<file path="config.mk">
export PLATFORM = sky130hd
export DESIGN_NAME = grf_scoreboard
export DESIGN_NICKNAME = d
export VERILOG_FILES = /design/src/rtl/grf_scoreboard_pkg.sv /design/src/rtl/grf_scoreboard_sb_counter.sv /design/src/rtl/grf_scoreboard.sv
export SDC_FILE = /design/constraint.sdc
export NUM_CORES = 1
export LEC_CHECK = 0
export ABC_CLOCK_PERIOD_IN_PS = 7590
export BUFFER_PORTS_ARGS = -buffer_cell sky130_fd_sc_hd__buf_2
export CAP_MARGIN = 25
export CORE_UTILIZATION = 45
export CTS_BUF_LIST = sky130_fd_sc_hd__clkbuf_16
export DETAILED_ROUTE_END_ITERATION = 7
export GPL_TIMING_DRIVEN = 0
export PLACE_DENSITY = 0.69
export SETUP_SLACK_MARGIN = 0.4
export SLEW_MARGIN = 25
export SYNTH_ARGS = -nofsm -noshare
export SYNTH_HDL_FRONTEND = slang
export SYNTH_SLANG_ARGS = --single-unit
</file>
<file path="constraint.sdc">
create_clock -name clk -period 7.59 [get_ports clk]
set_input_delay 1.1385 -clock clk [delete_from_list [all_inputs] [get_ports clk]]
set_output_delay 1.1385 -clock clk [all_outputs]
set_load 0.005 [all_outputs]
</file>
<file path="src/rtl/grf_scoreboard_pkg.sv">
// Shared GRF geometry used by the register file, the pipeline stages and the scoreboard.
package grf_scoreboard_pkg;
  localparam int NUM_REGS   = 32;
  localparam int REG_ADDR_W = 5;

  typedef logic [REG_ADDR_W-1:0] reg_addr_t;
endpackage

</file>
<file path="src/rtl/grf_scoreboard_sb_counter.sv">
// Saturating up/down counter tracking outstanding writes to one GRF register.
module sb_counter #(
  parameter int CNT_W = 2
) (
  input  logic             clk,
  input  logic             rst,
  input  logic             inc,
  input  logic             dec,
  output logic             sat,
  output logic             zero,
  output logic [CNT_W-1:0] value
);

  logic [CNT_W-1:0] r_value;

  always_ff @(posedge clk) begin
    if (rst) begin
      r_value <= '0;
    end else if (inc && !dec && !sat) begin
      r_value <= r_value + 1'b1;
    end else if (dec && !inc && !zero) begin
      r_value <= r_value - 1'b1;
    end
  end

  assign value = r_value;
  assign zero  = (r_value == '0);
  assign sat   = (r_value == {CNT_W{1'b1}});

endmodule

</file>
<file path="src/rtl/grf_scoreboard.sv">
// Issue-stage scoreboard: counts outstanding GRF writes per register and stalls RAW/overflow hazards.
module grf_scoreboard
  import grf_scoreboard_pkg::*;
#(
  parameter int CNT_W = 2
) (
  input  logic                clk,
  input  logic                rst,
  input  logic                issue_valid,
  input  reg_addr_t           issue_rs,
  input  reg_addr_t           issue_rt,
  input  logic                issue_use_rs,
  input  logic                issue_use_rt,
  input  logic                issue_wr,
  input  reg_addr_t           issue_rd,
  output logic                issue_ready,
  input  logic                wb_valid,
  input  reg_addr_t           wb_addr,
  output logic [NUM_REGS-1:0] pending,
  output logic                idle,
  output logic                err
);

  logic [NUM_REGS-1:0] w_zero;
  logic [NUM_REGS-1:0] w_sat;
  logic [NUM_REGS-1:1] w_inc;
  logic [NUM_REGS-1:1] w_dec;
  logic [NUM_REGS-1:1] w_pend;
  logic [CNT_W-1:0]    w_cnt [1:NUM_REGS-1];
  logic                w_accept;
  logic                w_rs_haz;
  logic                w_rt_haz;
  logic                w_rd_haz;
  logic                w_wb_under;
  logic                r_err;

  // Register 0 is hardwired: never pending, never saturated.
  assign w_zero[0] = 1'b1;
  assign w_sat[0]  = 1'b0;

  for (genvar g = 1; g < NUM_REGS; g++) begin : g_cnt
    assign w_inc[g] = w_accept && issue_wr && (issue_rd == REG_ADDR_W'(g));
    assign w_dec[g] = wb_valid && (wb_addr == REG_ADDR_W'(g));

    sb_counter #(.CNT_W(CNT_W)) u_cnt (
      .clk   (clk),
      .rst   (rst),
      .inc   (w_inc[g]),
      .dec   (w_dec[g]),
      .sat   (w_sat[g]),
      .zero  (w_zero[g]),
      .value (w_cnt[g])
    );

    assign w_pend[g] = (w_cnt[g] != '0);
  end

  // Hazards look only at registered counts; a same-cycle write-back does not unblock a reader.
  assign w_rs_haz    = issue_use_rs && (issue_rs != '0) && !w_zero[issue_rs];
  assign w_rt_haz    = issue_use_rt && (issue_rt != '0) && !w_zero[issue_rt];
  assign w_rd_haz    = issue_wr && (issue_rd != '0) && w_sat[issue_rd];
  assign issue_ready = !(w_rs_haz || w_rt_haz || w_rd_haz);
  assign w_accept    = issue_valid && issue_ready;

  // A write-back to an idle register is an error unless a new write to it is issued alongside.
  assign w_wb_under = wb_valid && (wb_addr != '0) && w_zero[wb_addr] &&
                      !(w_accept && issue_wr && (issue_rd == wb_addr));

  always_ff @(posedge clk) begin
    if (rst) begin
      r_err <= 1'b0;
    end else if (w_wb_under) begin
      r_err <= 1'b1;
    end
  end

  assign pending = {w_pend, 1'b0};
  assign idle    = (w_pend == '0);
  assign err     = r_err;

endmodule

</file>
; ---- Yosys cells after proc, flatten, opt, wreduce, memory -nomap -nowiden
; Index checks and enable logic that the tools add are counted.
; Widths: inputs -> output; s select.
[op_classes]
n_addsub = 62
order_cmp = 4
n_eq_ne = 94
muxes = 70
n_reduce_logical = 426
[op_table]
columns = op, count
row1 = $logic_and 1x1->1, 198
row2 = $eq 5x5->1 const B, 32
row3 = $logic_not 1->1, 128
row4 = $mux 2, 62
row5 = $reduce_bool 2->1, 62
row6 = $eq 5x4->1 const B, 16
row7 = $add 2x1->2 const B, 31
row8 = $eq 2x2->1 const B, 31
row9 = $logic_not 2->1, 31
row10 = $sub 2x1->2 const B, 31
row11 = $eq 5x3->1 const B, 8
row12 = $logic_not 31->1, 1
row13 = $lt 5x6->1 const B, 4
row14 = $bmux 1 s5, 4
row15 = $eq 5x2->1 const B, 4
row16 = $reduce_bool 5->1, 4
row17 = $eq 5x1->1 const B, 2
row18 = $eq 5x5->1, 1
row19 = $mux 1, 4
row20 = $logic_or 1x1->1, 2
[totals]
regBits = 63
in_bits = 27
out_inout_bits = 35
elab_cells = 688

; ---- Logic depth before layout (Yosys ltp)
; Gate-level depths: netlist (run 1).
[logic_depth]
word_depth = 16
ltp_mapped = 14
mapped_depth_nobuf = 10

; ---- By module
; From an unflattened synthesis (run 1), not the netlist that was laid out.
[hier_totals]
cells_unflattened = 706
hier_area_um2 = 5896.9
[by_module_without_submodules]
columns = module, instances, cells_each, area_per_inst_um2, seq_area_each_um2
row1 = sb_counter, 31, 14, 121.4, 40.0
row2 = grf_scoreboard, 1, 272, 2134.5, 20.0

; ---- Least setup slack after synthesis (run 1)
; OpenSTA, ideal clock, no wires.
[synth_path]
kind = input to register
from = input issue_rs[0]
to = register r_err, in the netlist err
setup_time_ns = 0.128
t_arrival_ns = 3.817
required_time_ns = 7.462
path_slack_ns = 3.646
cell_stages = 13
n_path_buf = 4
cell_sequence = buf_6 buf_6 nor3_2 a21oi_1 mux4_2 a211oi_1 nor3_1 or4_4 buf_6 buf_6 or4_1 a31oi_1 nor2_1
[synth_via]
elab_chain_len = 12
word_cells_on_any_way = 14
cone_classes = mux (2) / reduce/logical (12)
[synth_rtl]
columns = element, line
row1 = from (decl), grf_scoreboard.sv:10  ; input reg_addr_t issue_rs,
row2 = $bmux 1 s5, grf_scoreboard.sv:59  ; assign w_rs_haz = issue_use_rs && (issue_rs != '0) && !w_zero[issue_rs];
row3 = $mux 1 (implied by the code), grf_scoreboard.sv:59
row4 = $logic_not 1->1, grf_scoreboard.sv:59
row5 = $logic_and 1x1->1 *, grf_scoreboard.sv:59
row6 = $logic_or 1x1->1 * (2 in a row), grf_scoreboard.sv:62  ; assign issue_ready = !(w_rs_haz || w_rt_haz || w_rd_haz);
row7 = $logic_not 1->1 *, grf_scoreboard.sv:62
row8 = $logic_and 1x1->1 *, grf_scoreboard.sv:63  ; assign w_accept = issue_valid && issue_ready;
row9 = $logic_and 1x1->1 * (2 in a row), grf_scoreboard.sv:67  ; !(w_accept && issue_wr && (issue_rd == wb_addr));
row10 = $logic_not 1->1 *, grf_scoreboard.sv:67
row11 = $logic_and 1x1->1 *, grf_scoreboard.sv:66  ; assign w_wb_under = wb_valid && (wb_addr != '0) && w_zero[wb_addr] &&
row12 = to (signal assigned), grf_scoreboard.sv:71  ; r_err <= 1'b0;
row13 = to (signal assigned), grf_scoreboard.sv:73  ; r_err <= 1'b1;
row14 = to (decl), grf_scoreboard.sv:35  ; logic r_err;
; Mark *: on every way between the ends. The rest lies on a longest branch, timed or not. The select of a mux whose other input is x is not followed.
; A chain may end at the register's enable or synchronous reset.

; ---- Worst setup path in the final report (run 1)
[layout_path]
from = input issue_rd[0]
to = output issue_ready
[layout_via]
elab_chain_len = 5
word_cells_on_any_way = 7
cone_classes = mux (2) / reduce/logical (5)
[layout_rtl]
columns = element, line
row1 = from (decl), grf_scoreboard.sv:15  ; input reg_addr_t issue_rd,
row2 = $bmux 1 s5 or $reduce_bool 5->1 (tied branches), grf_scoreboard.sv:61  ; assign w_rd_haz = issue_wr && (issue_rd != '0) && w_sat[issue_rd];
row3 = $mux 1 (implied by the code) or $logic_and 1x1->1 (tied branches), grf_scoreboard.sv:61
row4 = $logic_and 1x1->1 *, grf_scoreboard.sv:61
row5 = $logic_or 1x1->1 *, grf_scoreboard.sv:62
row6 = $logic_not 1->1 *, grf_scoreboard.sv:62
row7 = to (decl), grf_scoreboard.sv:16  ; output logic issue_ready,
; Marked as above.

==> results.ini, run 1 <==
[cts]
cts_root_buffer=clkbuf_16
worstSkewPairLatency_ps=350
tritoncts=done
htreeDepth=3
postCtsSetupBuffers=0
hold_buffers=0
ctsResizeCount=0
cts_buffers=9
clock_path_buffers=2
cts.clk_slew.worst_paths_ps=50
clock-sinks=63

[timing]
slew_headroom=0.403
drv_slew=0
fin_setup_tns_ps=0
skew_ps=5.48
hold_viol_final=0
setup_viol=0
worst_pin_slew_ps=895
fin_crit_ps=4620
fmax_mhz=216
rsz0062_at_grt=no
post-route-period-util=0.609
fin_hold_ws_ps=509

[synthesis]
synthArstFlopShare=0
synthesis.nets=747
seq_area_frac_synth=0.238
yosys_warnings=0
syn-instance-count=720
netlist_area_um2=5300
synth_flop_cell=dfxtp_1
synth.avg_cell_area_um2=7.35
yosys_register_bits=63
synth_edf_count=0
synth_cell_types=55

[worst_setup_path]
crit_arrival_ps=3480
path_max_fanout=10
start_kind=input pin
crit_type=input pin to output port
endpoint_kind=output port
required_ps=6450

[outcome]
status=finished clean

[finish]
area_growth_pct=14.1
final_nets=815
n_antenna_cell=0
nFillCells=1158
post_route_cells_drive_above_1_share=0.146

[run]
maxCapViolations=0

[power_and_ir_drop]
irDropWorstVdd_uv=98.3
power_density_nw_per_um2=147
power.internal_mw=0.623
p_comb_frac=0.166
netSwitchingFraction=0.300
pwr-share-seq=0.375
pwr-share-clk=0.459
p_sw_mw=0.267
cellLeakagePower_nw=2.22

[hold_path]
hold_path.class=register to register

[global_route]
grt_usage=0.363
antenna_found_initial=0
grt_pass1_wl_um=34000
overflow=0
grt_pass1_vias=6115
grt_max_degree=11

[floorplanning]
core-area_um2=11400
start_util=0.464
die_h_um=110
die-area_um2=12200
fp.dieW_um=110
io_pins=62
rows=39

[placed_design]
dp_hpwl_um=16300
place.gp.congestion=1.03
io_buffers=57

[route]
routed_via_density=6.91
routed_wl_um=22000
initialDrtViolationCount=923
drcViolationCount=0
wl_per_cell_um=23.5
ant_nets=0
via_count=6467
first_pass_iters=7

placed cells by master (no fill, tap or decap), types with 4 or more instances in the layout:
cell and instances:
nand4_1 7, o21ai_0 39, o31ai_1 27, nor3_1 43
a2111oi_0 6, or4_1 11, buf_1 4, o41ai_1 5
inv_1 38, clkbuf_16 9, nor3b_1 4, mux4_2 15
a311o_1 4, buf_6 6, nor4b_1 5, or3_1 4
a31oi_1 6, o31a_1 10, o211ai_1 13, dfxtp_1 63
clkbuf_1 37, a211oi_1 25, nor2b_1 4, nand3_1 13
xor2_1 4, nor4_1 33, nand2_1 46, o311a_1 19
or2_2 11, nor2_1 75, a21oi_1 60, nand2b_1 40
buf_2 64
kinds of logic (layout without fill, tap and decap cells):
kind of cell | Yosys count | count (layout) | synth area share
and+or+nand+nor | 306 | 306 | 0.302
AOI/OAI and AO/OA | 235 | 235 | 0.304
buffers and inverters | 91 | 164 | 0.0754
DFF | 63 | 63 | 0.238
muxes | 17 | 17 | 0.0678
xor gates and xnor gates | 7 | 7 | 0.0116
other | 1 | 1 | 0.000708
sequential cells by signal, summed over array words and instances, names as in the netlist:
signal             count
err                    1
g_cnt.u_cnt.value     62
final timing paths:
kind / startpoint / endpoint / slack, ps / cells after the start
hold reg to reg: g_cnt[30].u_cnt.value[1] / g_cnt[30].u_cnt.value[1] / 510 / 2
hold / removal: g_cnt[30].u_cnt.value[1] / g_cnt[30].u_cnt.value[1] / 510 / 2
setup / recovery: issue_rd[0] / issue_ready / 2970 / 10
setup reg to reg: g_cnt[15].u_cnt.value[1] / g_cnt[25].u_cnt.value[0] / 3790 / 11
metal layers:
metal | part of all wire | vias up | global-route usage | routed length, µm
li1 | - | 2887 | - | -
met2 | 0.41 | 484 | 0.532 | 9090
met4 | 0.053 | 0 | 0.199 | 1170
met3 | 0.13 | 94 | 0.106 | 2960
met1 | 0.40 | 3002 | 0.478 | 8780
met5 | 0 | - | 0 | 0
cell type report:
cell class	instances	area, µm²	area share
inverter	36	135	0.0224
buffer	55	264	0.0437
timing repair buffer	57	285	0.0472
clock inverter	7	56.3	0.00932
sequential	63	1260	0.209
clock buffer	9	225	0.0373
tap	143	179	0.0296
multi-input combinational	566	3630	0.602
synth_stat cells (3+ instances only):
library cell   n  area share
nor2_1        75       0.053
dfxtp_1       63        0.24
a21oi_1       60       0.057
nand2_1       46       0.033
nor3_1        43       0.041
nand2b_1      40       0.047
o21ai_0       39       0.037
clkbuf_1      37       0.026
inv_1         36       0.026
nor4_1        33       0.039
o31ai_1       27       0.038
a211oi_1      25       0.035
o311a_1       19       0.036
mux4_2        15       0.064
nand3_1       13       0.012
o211ai_1      13       0.018
or2_2         11       0.013
or4_1         11       0.016
o31a_1        10       0.017
buf_2          7      0.0066
nand4_1        7      0.0083
a2111oi_0      6      0.0099
a31oi_1        6      0.0071
buf_6          6       0.013
nor4b_1        5      0.0083
o41ai_1        5      0.0083
a311o_1        4      0.0076
buf_1          4      0.0028
nor2b_1        4      0.0047
nor3b_1        4      0.0057
or3_1          4      0.0047
xor2_1         4      0.0066
a211o_1        3      0.0050
nand3b_1       3      0.0043
or4b_1         3      0.0057
xnor2_1        3      0.0050
critical path, stage by stage:
cell and delay, ps:
buf_2 100, buf_2 230, buf_1 450, o21ai_0 190
o211ai_1 250, a31o_2 240, o211ai_1 170, or2_2 340
nor2_1 210, buf_2 160
metrics by stage:
step | power (mW) | std cells | area [µm²] | setup slack, ps | utilization
after floorplan | 0.424 | 720 | 5300 | 3650 | -
after global placement | 0.481 | 920 | 5760 | 3070 | 0.504
after detailed placement | 0.482 | 920 | 5760 | 3100 | 0.504
after CTS | 0.885 | 936 | 6040 | 3080 | 0.529
after global routing | 0.913 | 936 | 6040 | 2900 | 0.529
final | 0.890 | 936 | 6040 | 2970 | 0.529
power groups by stage:
stage | Clock [mW] | Sequential, mW | Combinational, mW
final | 0.408 | 0.334 | 0.148
after global routing | 0.425 | 0.334 | 0.154
after CTS | 0.410 | 0.334 | 0.141
after detailed placement | 0 | 0.341 | 0.141
after global placement | 0 | 0.341 | 0.140
after floorplan | 0 | 0.340 | 0.0839
Note: power is estimated with default switching activity, not from simulation.
==> run 2, diff against run 1 <==
Settings changed: ABC_AREA from default to 1, ABC_CLOCK_PERIOD_IN_PS 7590 to 3900, PLACE_DENSITY 0.69 to 0.71.
Clock period 7.59 ns to 3.9 ns, I/O delays scaled along.
==> results.ini, run 2 <==
[outcome]
status=finished clean

[route]
initialDrtViolationCount=834  ; -9.6%
routed_via_density=5.61  ; -19%
first_pass_iters=5  ; -2
wl_per_cell_um=17.0  ; -28%
routed_wl_um=22000  ; -0.18%
ant_nets=0  ; unchanged
via_count=7234  ; +12%
drcViolationCount=0  ; unchanged

[hold_path]
hold_path.class=register to register

[timing]
hold_viol_final=0  ; unchanged
fmax_mhz=336
post-route-period-util=0.763
fin_crit_ps=2970
setup_viol=0  ; unchanged
fin_hold_ws_ps=466  ; -43.1 ps
fin_setup_tns_ps=0  ; unchanged
rsz0062_at_grt=no
skew_ps=4.95  ; -0.531 ps
worst_pin_slew_ps=871  ; -24.6 ps
slew_headroom=0.419  ; +0.0164
drv_slew=0  ; unchanged

[synthesis]
yosysTopAreaCellShare=0.222  ; -0.0164
synthesis.nets=1080  ; +45%
synth_cell_types=38  ; -31%
yosys.area.top_type=dfxtp_1
yosys_register_bits=63  ; unchanged
yosys_warnings=0  ; unchanged
synth_area_leaders=dfxtp_1, nand2_1, nand3_1, nor2_1, inv_1
seq_area_frac_synth=0.222  ; -0.0164
synth_flop_cell=dfxtp_1
yosys-top-cells-count=nand2_1, nand3_1, nor2_1
synth.avg_cell_area_um2=5.40  ; -27%
synth.most_common_cell=nand2_1
syn-instance-count=1053  ; +46%
netlist_area_um2=5690  ; +7.4%
synthArstFlopShare=0  ; unchanged
synth_edf_count=0  ; unchanged

[cts]
cts.clk_slew.worst_paths_ps=50  ; about the same
tritoncts=done
cts_root_buffer=clkbuf_16
hold_buffers=0  ; unchanged
clock-sinks=63  ; unchanged
htreeDepth=3  ; unchanged
cts_buffers=9  ; unchanged
ctsResizeCount=0  ; unchanged
postCtsSetupBuffers=0  ; unchanged
worstSkewPairLatency_ps=350  ; about the same
clock_path_buffers=2  ; unchanged

[worst_setup_path]
required_ps=3310  ; -3140 ps
path_max_fanout=10  ; unchanged
endpoint_kind=output port
crit_arrival_ps=2390  ; -1090 ps
crit_chain=buf_6 -> nand2_4 -> inv_2 -> nand2_1 -> nand4_1 -> nand2_1 -> nand4_1 -> nand2_1 -> nand3_2 -> nand2_1 -> nor2_4 -> buf_4 -> buf_2
start_kind=input pin
crit_path_top_delay_cell=buf_4
path_buf_inv=4  ; unchanged
cpMostUsedCell=nand2_1
slowest_delay_ps=250  ; -200 ps
cpLargestDelayFamily=simple AND/OR/NAND/NOR gates
crit_type=input pin to output port

[global_route]
grt_pass1_vias=6540  ; +7.0%
overflow=0  ; unchanged
grt_usage=0.348  ; -0.0154
grt_max_degree=11  ; unchanged
grt_pass1_wl_um=34100  ; +0.43%
antenna_found_initial=0  ; unchanged

[power_and_ir_drop]
power_density_nw_per_um2=268  ; +82%
cellLeakagePower_nw=2.96  ; +33%
irDropWorstVdd_uv=145  ; +47%

[placed_design]
io_buffers=54  ; -5.3%
dp_hpwl_um=16600  ; +1.6%
place.gp.congestion=1.08  ; +4.6%

[finish]
post_route_cells_drive_above_1_share=0.0883  ; -0.0580
multi_input_area_um2=3680  ; +1.2%
n_antenna_cell=0  ; unchanged
largest_reg_flops=62  ; unchanged
final_common_cell=nand2_1
seq_area_um2=1260  ; unchanged
layout_common_cells=nand2_1, nand3_1, nor2_1
final_nets=1145  ; +40%
area_growth_pct=13.2
nFillCells=1364  ; +18%

[floorplanning]
rows=40  ; +2.6%
start_util=0.468  ; +0.00386
io_pins=62  ; unchanged
core-area_um2=12200  ; +6.5%
die-area_um2=13100  ; +7.3%
fp.dieW_um=114  ; +3.6%
die_h_um=114  ; +3.6%

[run]
maxCapViolations=0  ; unchanged

-- run 2: changes by cell type in the layout (fill, tap and decap cells not counted), sizes merged, moves of 15 or more --
cell    change
o311a      -19
a211oi     -24
nand2b     -40
clkbuf     -28
nand4      +18
nor4       -26
mux4       -15
inv       +108
o21ai      -27
nor2       +91
nand2     +258
nor3       -24
nand3     +149
o31ai      -27
-- run 2: path summary, 6_finish.rpt --
kind                            start                  endpoint  slack, ps  cells past startpoint
min          g_cnt[17].u_cnt.value[1]  g_cnt[17].u_cnt.value[1]        470                      2
min reg2reg  g_cnt[17].u_cnt.value[1]  g_cnt[17].u_cnt.value[1]        470                      2
max reg2reg   g_cnt[7].u_cnt.value[0]                       err       1410                     15
max                       issue_rd[0]               issue_ready        930                     13
-- run 2: cell type report --
type,count,area share
Sequential cell,63,0.196
Clock inverter,5,0.00700
Multi-Input combinational cell,810,0.571
Buffer,34,0.0307
Clock buffer,9,0.0350
Timing Repair Buffer,54,0.0420
Inverter,146,0.0855
Tap cell,168,0.0327
-- run 2: cell families after synthesis --
| group | count (synthesis) | share of synthesized area |
|---|---|---|
| buffers and inverters | 180 | 0.132 |
| DFF | 63 | 0.222 |
| and+or+nand+nor | 702 | 0.540 |
| xor gates and xnor gates | 2 | 0.00308 |
| other | 1 | 0.000659 |
| AOI/OAI and AO/OA | 105 | 0.103 |
-- run 2: where the power goes --
part / internal [mW] / leakage (nW) / switching, mW / total [mW]
Combinational: 0.0788 / 2.31 / 0.229 / 0.308
Clock: 0.477 / 0.143 / 0.291 / 0.769
Sequential: 0.647 / 0.508 / 0.00120 / 0.648
Total: 1.20 / 2.96 / 0.521 / 1.72
-- run 2: metrics by stage --
step | power [mW] | instances | util | setup WS [ps] | cell area [µm²]
floorplan | 0.840 | 1053 | - | 1560 | 5690
global placement | 0.953 | 1275 | 0.507 | 1040 | 6170
detailed placement | 0.954 | 1275 | 0.507 | 1060 | 6170
CTS | 1.71 | 1289 | 0.529 | 1030 | 6440
global route | 1.78 | 1289 | 0.529 | 799 | 6440
finish | 1.72 | 1289 | 0.529 | 925 | 6440
-- run 2: routing by layer --
metal	up-vias	global-route usage	routed length, µm
met1	3205	0.454	9140
met2	423	0.545	9530
li1	3529	-	-
met4	0	0.167	824
met3	77	0.0741	2460
met5	-	0	0
-- run 2: worst min-delay path, stage by stage, from the launching register on --
cell and delay [ps]:
dfxtp_1 310, nand2_1 60, a21oi_1 50
==> run 3, diff against run 2 <==
Settings changed: ABC_AREA 1 to 0, ABC_CLOCK_PERIOD_IN_PS 3900 to 2600, PLACE_DENSITY 0.71 to 0.72.
Clock period 3.9 ns to 2.6 ns, I/O delays scaled along.
==> results.ini, run 3 (synthesis results as in run 1) <==
[floorplanning]
fp.dieW_um=110  ; -3.4%
die_h_um=110  ; -3.4%
die-area_um2=12200  ; -6.8%
io_pins=62  ; unchanged
start_util=0.464  ; -0.00386
core-area_um2=11400  ; -6.1%
rows=39  ; -2.5%

[cts]
tritoncts=done
hold_buffers=0  ; unchanged
cts.clk_slew.worst_paths_ps=60  ; about the same
cts_buffers=9  ; unchanged
cts_root_buffer=clkbuf_16
htreeDepth=3  ; unchanged
clock_path_buffers=2  ; unchanged
clock-sinks=63  ; unchanged
worstSkewPairLatency_ps=360  ; about the same

[worst_setup_path]
crit_type=input pin to register
crit_chain=buf_2 -> clkbuf_1 -> nor2b_2 -> o41ai_1 -> nand3b_1 -> a211oi_2 -> or4_4 -> buf_12 -> buf_12 -> or4_4 -> a31oi_1 -> nor2_1
slowest_delay_ps=590  ; +340 ps
start_kind=input pin
crit_arrival_ps=3400  ; +1010 ps
endpoint_kind=register
crit_path_top_delay_cell=or4_4
required_ps=2810  ; -500 ps
path_max_fanout=10  ; unchanged
cpLargestDelayFamily=simple AND/OR/NAND/NOR gates
path_buf_inv=4  ; unchanged

[route]
first_pass_iters=6  ; +1
routed_via_density=7.07  ; +26%
routed_wl_um=24000  ; +9.1%
drcViolationCount=0  ; unchanged
via_count=6700  ; -7.4%
wl_per_cell_um=25.3  ; +48%
initialDrtViolationCount=798  ; -4.3%
ant_nets=0  ; unchanged

[timing]
fmax_mhz=313
post-route-period-util=1.23
hold_viol_final=0  ; unchanged
postLayoutSetupSlackWorst_ps=-594  ; -1520 ps
fin_setup_tns_ps=-27960  ; -27960 ps
setup_viol=64  ; +64
slew_headroom=0.261  ; -0.158
rsz0062_at_grt=yes
fin_crit_ps=3190
worst_pin_slew_ps=1110  ; +238 ps
skew_ps=8.11  ; +3.16 ps
drv_slew=0  ; unchanged

[global_route]
grt_max_degree=12  ; +1
overflow=0  ; unchanged
grt_pass1_vias=6421  ; -1.8%
antenna_found_initial=0  ; unchanged
grt_pass1_wl_um=36000  ; +5.6%
grt_usage=0.385  ; +0.0368

[finish]
area_growth_pct=37.5
postLayoutCoreUtil=0.638  ; +0.108
largest_reg_flops=62  ; unchanged
instances_no_fill=947  ; -27%
seq_area_um2=1290  ; +2.7%
post_route_cells_drive_above_1_share=0.340  ; +0.251
n_antenna_cell=0  ; unchanged
final_nets=826  ; -28%
layout_common_cells=buf_2, a21oi_1, nor2_1
final_common_cell=buf_2
nFillCells=992  ; -27%
multi_input_area_um2=4600  ; +25%

[outcome]
violations=setup timing
status=finished, violations left

[placed_design]
dp_hpwl_um=16400  ; -0.84%
dp_slack_ps=-1160  ; -2220 ps
io_buffers=57  ; +5.6%
placed_cells=920  ; -28%
place.gp.congestion=1.00  ; -7.0%

[power_and_ir_drop]
irDropWorstVdd_uv=395  ; +170%
cellLeakagePower_nw=2.51  ; -15%
power_density_nw_per_um2=392  ; +47%

[hold_path]
hold_path.class=input pin to register

[run]
maxCapViolations=0  ; unchanged

==> run 3: area by class of cell <==
class,instances,area share
clock inverters,7,0.0120
clock buffers,9,0.0309
well taps,143,0.0246
plain buffers,55,0.0493
multi-input cells,566,0.632
flip-flops and latches,63,0.178
repair buffers,68,0.0543
inverters,36,0.0186
==> run 3: metrics by stage <==
step	hold WS, ps	cell area (µm²)	power [mW]
final	371	7280	2.86
after CTS	352	6820	2.79
after global routing	394	7280	2.90
after global placement	480	6040	1.43
after detailed placement	481	6040	1.44
after floorplan	461	5580	1.27
==> run 3: layer usage <==
layer	part of all wire	global-route usage	vias to the layer above	wire, µm
met5	0	0	-	0
met4	0.049	0.239	0	1170
met3	0.13	0.107	109	3150
met2	0.43	0.563	525	10400
met1	0.39	0.499	3147	9240
li1	-	-	2919	-
==> run 3: timing repair <==
action                     4_1_cts  5_1_grt
gates resized for setup        104      101
buffers inserted                 6        4
cloned                           1        0
setup endpoints to repair       65       65
pin swaps                       16       31
==> run 3: final timing paths <==
check	endpoint	cells after the start	slack [ps]	start
worst max-delay path	err	12	-590	issue_rd[3]
worst max register to register	err	11	-560	g_cnt[11].u_cnt.value[0]
worst min-delay path	err	3	370	wb_valid
worst min register to register	err	2	510	err
==> run 3: power breakdown <==
group	total [mW]	switching (mW)	internal (mW)
combinational	0.558	0.389	0.170
clock	1.33	0.497	0.830
sequential	0.971	0.00620	0.965
total	2.86	0.892	1.97
==> run 3: tightest hold or removal path: cells and delay by family <==
family	cells	cell delay [ps]
simple gates	1	70
buf+inv	1	130
compound gates	1	90
